<file path="config.mk">
export PLATFORM = sky130hd
export DESIGN_NAME = dmem_arbiter
export DESIGN_NICKNAME = d
export VERILOG_FILES = /design/src/rtl/dmem_arbiter.sv
export SDC_FILE = /design/constraint.sdc
export NUM_CORES = 1
export LEC_CHECK = 0
export ABC_AREA = 1
export CAP_MARGIN = 20
export CORE_AREA = 4 4 119 121
export CTS_BUF_LIST = sky130_fd_sc_hd__clkbuf_16
export DETAILED_ROUTE_END_ITERATION = 10
export DIE_AREA = 0 0 123 125
export PLACE_DENSITY = 0.61
export SYNTH_ARGS = -nofsm -noshare
export SYNTH_HDL_FRONTEND = slang
export SYNTH_SLANG_ARGS = --single-unit
</file>
<file path="constraint.sdc">
create_clock -name clk -period 1.8 [get_ports clk]
set_input_delay 0.18 -clock clk [delete_from_list [all_inputs] [get_ports clk]]
set_output_delay 0.18 -clock clk [all_outputs]
set_load 0.01 [all_outputs]
</file>
<file path="src/rtl/dmem_arbiter.sv">
// -----------------------------------------------------------------------------
// dmem_arbiter
//   Shares the single-port data memory between the pipeline MEM stage (port 0,
//   high priority) and the debug/program-loader port (port 1). Each access is
//   sequenced through the memory's fixed read latency and read data is
//   returned to the port that issued the read. The MEM stage derives its stall
//   from p0_req & ~p0_gnt.
//
//   Build option:
//     DMEM_ARB_RR_EN  defined   -> round-robin arbitration (1-bit last winner)
//                     undefined -> fixed priority to port 0, with port 1 forced
//                                  ahead after MAX_WAIT consecutive denials
//
// Ports:
//   clk, rst_n                  clock, asynchronous active-low reset
//   pN_req/we/be/addr/wdata     request from port N (held until pN_gnt)
//   pN_gnt                      request accepted this cycle (combinational)
//   pN_rvalid, pN_rdata         one-cycle read return; rdata is 0 otherwise
//   mem_we/be/addr/wd           memory command, driven in the grant cycle
//   mem_rd                      memory read data, LATENCY cycles after issue
//   busy                        a read is outstanding
// -----------------------------------------------------------------------------
module dmem_arbiter #(
   parameter int ADDR_W   = 32,
   parameter int DATA_W   = 32,
   parameter int LATENCY  = 1,
   parameter int MAX_WAIT = 8
) (
   input  logic                clk,
   input  logic                rst_n,
   input  logic                p0_req,
   input  logic                p0_we,
   input  logic [DATA_W/8-1:0] p0_be,
   input  logic [ADDR_W-1:0]   p0_addr,
   input  logic [DATA_W-1:0]   p0_wdata,
   input  logic                p1_req,
   input  logic                p1_we,
   input  logic [DATA_W/8-1:0] p1_be,
   input  logic [ADDR_W-1:0]   p1_addr,
   input  logic [DATA_W-1:0]   p1_wdata,
   output logic                p0_gnt,
   output logic                p1_gnt,
   output logic                p0_rvalid,
   output logic                p1_rvalid,
   output logic [DATA_W-1:0]   p0_rdata,
   output logic [DATA_W-1:0]   p1_rdata,
   output logic                mem_we,
   output logic [DATA_W/8-1:0] mem_be,
   output logic [ADDR_W-1:0]   mem_addr,
   output logic [DATA_W-1:0]   mem_wd,
   input  logic [DATA_W-1:0]   mem_rd,
   output logic                busy
);

   localparam int BE_W = DATA_W / 8;

   typedef enum logic {IDLE, RD_WAIT} state_t;

   state_t     state;
   logic [2:0] rd_cnt;
   logic       owner;      // port that issued the outstanding read
   logic       rd_done;    // rvalid cycle of the outstanding read
   logic       arb_en;
   logic       pick_p1;
   logic       rd_issue;

   assign rd_done = (state == RD_WAIT) && (rd_cnt == 3'd1);

   // Arbitration is open when idle and in the rvalid cycle, so a new access
   // can follow a read back-to-back. Gating with rst_n keeps every grant and
   // memory strobe low for the whole time reset is asserted.
   assign arb_en = rst_n && ((state == IDLE) || rd_done);

`ifdef DMEM_ARB_RR_EN
   logic last_win;   // 1 = port 1 won last, so port 0 wins the next contention

   assign pick_p1 = p1_req && (!p0_req || !last_win);

   always_ff @(posedge clk or negedge rst_n) begin
      if (!rst_n) begin
         last_win <= 1'b1;
      end else if (p0_gnt || p1_gnt) begin
         last_win <= p1_gnt;
      end
   end
`else
   logic [7:0] wait_cnt;
   logic       starved;

   assign starved = (wait_cnt == 8'(MAX_WAIT));
   assign pick_p1 = p1_req && (!p0_req || starved);

   always_ff @(posedge clk or negedge rst_n) begin
      if (!rst_n) begin
         wait_cnt <= 8'd0;
      end else if (p1_req && !p1_gnt) begin
         if (!starved) begin
            wait_cnt <= wait_cnt + 8'd1;
         end
      end else begin
         wait_cnt <= 8'd0;
      end
   end
`endif

   assign p1_gnt = arb_en && pick_p1;
   assign p0_gnt = arb_en && p0_req && !pick_p1;

   // Memory command mux; byte enables only matter for writes.
   always_comb begin
      mem_we   = 1'b0;
      mem_be   = '0;
      mem_addr = '0;
      mem_wd   = '0;
      if (p0_gnt) begin
         mem_we   = p0_we;
         mem_be   = p0_we ? p0_be : {BE_W{1'b0}};
         mem_addr = p0_addr;
         mem_wd   = p0_wdata;
      end else if (p1_gnt) begin
         mem_we   = p1_we;
         mem_be   = p1_we ? p1_be : {BE_W{1'b0}};
         mem_addr = p1_addr;
         mem_wd   = p1_wdata;
      end
   end

   assign rd_issue = (p0_gnt && !p0_we) || (p1_gnt && !p1_we);

   // Read sequencing: load the countdown at issue, return data when it hits 1.
   always_ff @(posedge clk or negedge rst_n) begin
      if (!rst_n) begin
         state  <= IDLE;
         rd_cnt <= 3'd0;
         owner  <= 1'b0;
      end else if (rd_issue) begin
         state  <= RD_WAIT;
         rd_cnt <= 3'(LATENCY);
         owner  <= p1_gnt;
      end else if (state == RD_WAIT) begin
         if (rd_cnt == 3'd1) begin
            state <= IDLE;
         end
         rd_cnt <= rd_cnt - 3'd1;
      end
   end

   assign busy      = (state == RD_WAIT);
   assign p0_rvalid = rd_done && !owner;
   assign p1_rvalid = rd_done && owner;
   assign p0_rdata  = p0_rvalid ? mem_rd : '0;
   assign p1_rdata  = p1_rvalid ? mem_rd : '0;

endmodule

</file>
Word level (Yosys, flattened, before mapping)

Index checks and enable logic that the tools add are counted.

Register bits: 13
Bits of input ports: 174
Word-level logic and storage cells: 50

Add/sub/neg operators: 2
Equality and inequality tests: 3
Multiplexer cells: 19
Bitwise gates (word level): 1
Reductions and logical operators: 21

Operators with widths:

| operator                                          | number |
|---|---|
| two-way mux 32 bit                                | 6 |
| two-way mux 4 bit                                 | 4 |
| two-way mux 8 bit                                 | 2 |
| logical AND 1 bit                                 | 11 |
| adder 8 x 1 -> 8 bit (second input constant)      | 1 |
| == test 8 x 4 -> 1 bit (second input constant)    | 1 |
| logical NOT 1 bit                                 | 6 |
| two-way mux 3 bit                                 | 2 |
| two-way mux 1 bit                                 | 5 |
| == test 3 x 1 -> 1 bit (second input constant)    | 1 |
| logical OR 1 bit                                  | 3 |
| subtractor 3 x 1 -> 3 bit (second input constant) | 1 |
| != test 2 bit (second input constant)             | 1 |
| nonzero test 2 bit                                | 1 |
| inverter 1 bit                                    | 1 |

Longest topological paths before layout

Depth after elaboration: 9
Gate-level depth with buffers: 12
Depth with buffers taken out: 10

Least setup slack after synthesis

No wires, ideal clock.

Kind: register to output
From: register wait_cnt[0]
To: output port mem_addr[13]
Arrival: 1,540 ps
Data required time: 1,620 ps
Setup slack: 80 ps
Cell stages (with the launch flop): 11
Cells stage by stage: dfrtp_1 > inv_1 > ha_1 > nand3_2 > o21ai_4 > nand2_4 > and2_4 > buf_6 > buf_6 > nand2_2 > nand2_1

Longest elaborated chain between the ends: 6
Elaborated cells between the ends (all ways): 8

Ends and longest elaborated chain:

| item                                                    | line     | text |
|---|---|---|
| start: declaration                                      | 87       | `logic [7:0] wait_cnt;` |
| start signal: assignment                                | 98       | `wait_cnt <= wait_cnt + 8'd1;` |
| == test 8 x 4 -> 1 bit *                                | 90       | `assign starved = (wait_cnt == 8'(MAX_WAIT));` |
| logical OR 1 bit *                                      | 91       | `assign pick_p1 = p1_req && (!p0_req \|\| starved);` |
| logical AND 1 bit *                                     | 91       |  |
| logical AND 1 bit or logical NOT 1 bit (tied branches)  | 106, 107 |  |
| two-way mux 32 bit or logical AND 1 bit (tied branches) | 120, 107 |  |
| two-way mux 32 bit *                                    | 115      | `if (p0_gnt) begin` |
| end: declaration                                        | 49       | `output logic [ADDR_W-1:0] mem_addr,` |

Every way passes the cells marked *; elsewhere a longest branch is shown, timed or not.

Worst setup path in the final report

From: register wait_cnt[0]
To: output port mem_wd[14]

Longest elaborated chain between the ends: 6
Elaborated cells between the ends (all ways): 8

Ends and longest elaborated chain:

| item                                                    | line     | text |
|---|---|---|
| == test 8 x 4 -> 1 bit *                                | 90       |  |
| logical OR 1 bit *                                      | 91       |  |
| logical AND 1 bit *                                     | 91       |  |
| logical AND 1 bit or logical NOT 1 bit (tied branches)  | 106, 107 |  |
| two-way mux 32 bit or logical AND 1 bit (tied branches) | 120, 107 |  |
| two-way mux 32 bit *                                    | 115      |  |
| end: declaration                                        | 50       | `output logic [DATA_W-1:0] mem_wd,` |

Marked as above.

==> impl_metrics.csv <==
group,metric,value,unit
run_status,status,"finished, violations left",
run_status,violations,"negative setup slack",
setup_path,arrival,1.98,ns
setup_path,rr_worst_depth,11,
grt,grt_start_max_net_pins,21,
setup_path,worstSetupPathType,"reg2out",
drt,met2_length,8.89,mm
synthesis,yosysUniqueCellTypes,23,
clock_network,cts_buffers,3,
synthesis,yosysWarnings,0,
synthesis,synth_area_leader_cell,"nand2_1",
clock_network,clockBufferDepth,2,
timing,finalCritPeriodShare,120,%
drt,routed_wl,16.1,mm
setup_path,cp.required,1.62,ns
timing,fin_crit,2.16,ns
grt,antenna_found_initial,0,
timing,setup_tns,-31.35,ns
setup_path,endpoint,"mem_wd[14]",
placement,globalplace.congestion,0.894,
timing,hold_ws,0.410,ns
die,ios,312,
drt,drc,0,
timing,rsz0062_at_grt,"true",
die,fp.dieH,125,µm
synthesis,synth_fp_nets,596,
placement,port_buffers,311,
synthesis,synth_cells,418,
finish,area_delta_synth_final,239,%
min_path,hold_class,"in2async",
finish,layout.nets,974,
die,coreArea,13100,µm²
synthesis,syn_avg_cell_area,5.03,µm²
die,rows,42,
grt,grt_pass1_vias,3983,
setup_path,reg2reg_from,"wait_cnt[0]",
clock_network,tritoncts,"yes",
grt,grt_util_all_layers,18.4,%
timing,relSlewSlack,79.3,%
synthesis,yosysTopAreaCellShare,36.9,%
setup_path,critPathSlowestCell,"dfrtp_1",
timing,fmax,0.463,GHz
synthesis,ys_seq_elements,13,
setup_path,reg2reg_to,"rd_cnt[2]",
pwr,p_sw,1.70,mW
pwr,peakVddDrop,661,µV
run,maxCapViolCount,0,
setup_path,r2r_slack,0.14,ns
pwr,p_clk_share,9.6,%
timing,drv_slew,0,
pwr,cellPowerDensity,594,nW/µm²
clock_network,cts_sinks,13,
clock_network,cts_root_buf,"clkbuf_16",
timing,worst_slack,-0.361,ns
setup_path,crit_chain,"inv_2, ha_4, nand3_4, o21ai_4, buf_6, nand2_4, and2_4, buf_12, buf_16, nand2_2, nand2_1, buf_2",
drt,routedWlPerCell,16.6,µm
drt,initialDrtViolationCount,124,
drt,vias,4084,
pwr,p_comb_share,81.0,%
pwr,p_leak,3.67,nW
drt,ant_nets,0,
clock_network,cts_hold_buf,0,
placement,place_inst,916,
finish,final_util,54.5,%
synthesis,synth-async-reset-ratio,100,%
setup_path,cp-startpoint,"wait_cnt[0]",
pwr,power.internal,2.53,mW
synthesis,synthTopCellsByArea,"nand2_1 37%, dfrtp_1 15%, nor2_1 14%",
drt,met1_length,5.92,mm
setup_path,worstSetupEndpointType,"primary output",
timing,final_hold_viol_count,0,
setup_path,critPathMaxStageDelay,0.38,ns
die,initial_core_util,16.1,%
pwr,p_total,4.24,mW
finish,layout.cells.non_filler,971,
synthesis,synth_edf_count,0,
clock_network,htreeDepth,1,
pwr,power_frac_seq,9.4,%
timing,setup_viol,133,
timing,finClkSkew,0.00150,ns
setup_path,cp-start-kind,"register",
drt,routed.top_layer,"met4",
drt,via_per_inst,4.21,
finish,drive_gt1_share,52.2,%
synthesis,yosysSeqAreaShare,15.5,%
drt,drtPass1Iterations,4,
finish,antenna_cells,0,
die,die_w,123,µm
synthesis,netlist_area,2100,µm²
timing,worst_slew_pin_slew,0.310,ns
die,fp.dieArea,15400,µm²
synthesis,synth_top_flop_cell,"dfrtp_1",
placement,dp_hpwl,11.2,mm
clock_network,clk_transition_reported_paths,0.04,ns
grt,grt_pass1_wl,22.4,mm
pwr,switching_share,40.2,%
clock_network,clock_latency,0.24,ns
drt,dr_wl_met3,1.15,mm
grt,gr-total-overflow,0,
setup_path,crit_path_max_fanout,8,
==> layout make-up <==
| type | count | area (µm²) |
|---|---|---|
| clock buffer | 3 | 75.1 |
| fill | 1163 | 5960 |
| sequential | 13 | 325 |
| clock inverter | 1 | 3.75 |
| multi-input combinational | 332 | 2250 |
| tap | 176 | 220 |
| inverter | 53 | 214 |
| timing repair buffer | 393 | 4040 |
==> power by group through the flow <==
stage	Combinational [mW]	Clock (mW)	Sequential, mW
after CTS	2.94	0.417	0.390
final	3.43	0.409	0.398
after global placement	2.28	0	0.383
after global routing	3.65	0.434	0.406
after detailed placement	2.31	0	0.386
after floorplan	0.849	0	0.403
==> through the flow <==
step	area, µm²	setup slack (ns)
floorplan	2100	0.0803
finish	7130	-0.361
detailed placement	5570	-0.490
global placement	5570	-0.464
CTS	6280	-0.323
global route	7130	-0.442
==> cell families (layout without fill, tap and decap cells) <==
group                    after synthesis  in the layout  share of synthesized area (%)
flip-flops                            13             13                           15.5
XOR/XNOR                               6              6                           2.50
adder cells (fa/ha/maj)                4              4                           2.38
AO/OA/AOI/OAI                          4              4                           1.49
multiplexers                           1              1                          0.476
buffers and inverters                 73            450                           17.1
AND/OR/NAND/NOR                      317            317                           60.6
==> how the worst min path moves through the flow <==
stage,slack [ns],cells after the start,end,start
after detailed placement,0.51,2,busy,busy
final,0.41,2,wait_cnt[3],rst_n
after global placement,0.51,2,busy,busy
after CTS,0.35,2,wait_cnt[3],rst_n
after floorplan,-0.12,0,busy,rst_n
after global routing,0.42,2,wait_cnt[2],rst_n
==> cell usage in the layout (no fill, tap or decap), types with 14 or more instances in the layout <==
cell             netlist  routed
buf_12                 0      14
buf_2                  2      61
buf_4                  0      31
buf_6                 11      94
clkdlybuf4s50_1        0     174
inv_1                 52      46
nand2_1              207     106
nand2_2               10      74
nand2_4                1      38
nor2_2                 1      27
nor2_4                 0      37
==> flip-flops by register name, summed over array words and instances, names as in the netlist <==
signal / flops
busy: 1
rd_cnt: 3
owner: 1
wait_cnt: 8
==> repair_timing <==
item	CTS	global route
endpoints found under the setup margin	137	137
gates cloned	16	0
pin swaps	16	27
buffers inserted	33	10
gates resized for setup	702	229
==> cell usage after synthesis, types with 3 or more instances <==
library cell / n
a21oi_1: 3
buf_6: 11
clkbuf_1: 7
dfrtp_1: 13
ha_1: 4
inv_1: 52
nand2_1: 207
nand2_2: 10
nand3_1: 10
nand4_1: 6
nor2_1: 76
xor2_1: 4
==> critical path, delay by kind of cell (launching register included) <==
kind | cells | cell delay, ns
buf+inv | 5 | 0.63
simple gates | 5 | 0.43
flops | 1 | 0.38
compound gates | 1 | 0.16
fa+ha+maj | 1 | 0.14
==> metal layers <==
layer,up-vias,global-route usage (%)
li1,1984,-
met1,1925,21.4
met2,159,35.7
met3,16,2.98
met4,0,2.02
met5,-,0
(Power assumes the default switching activity.)
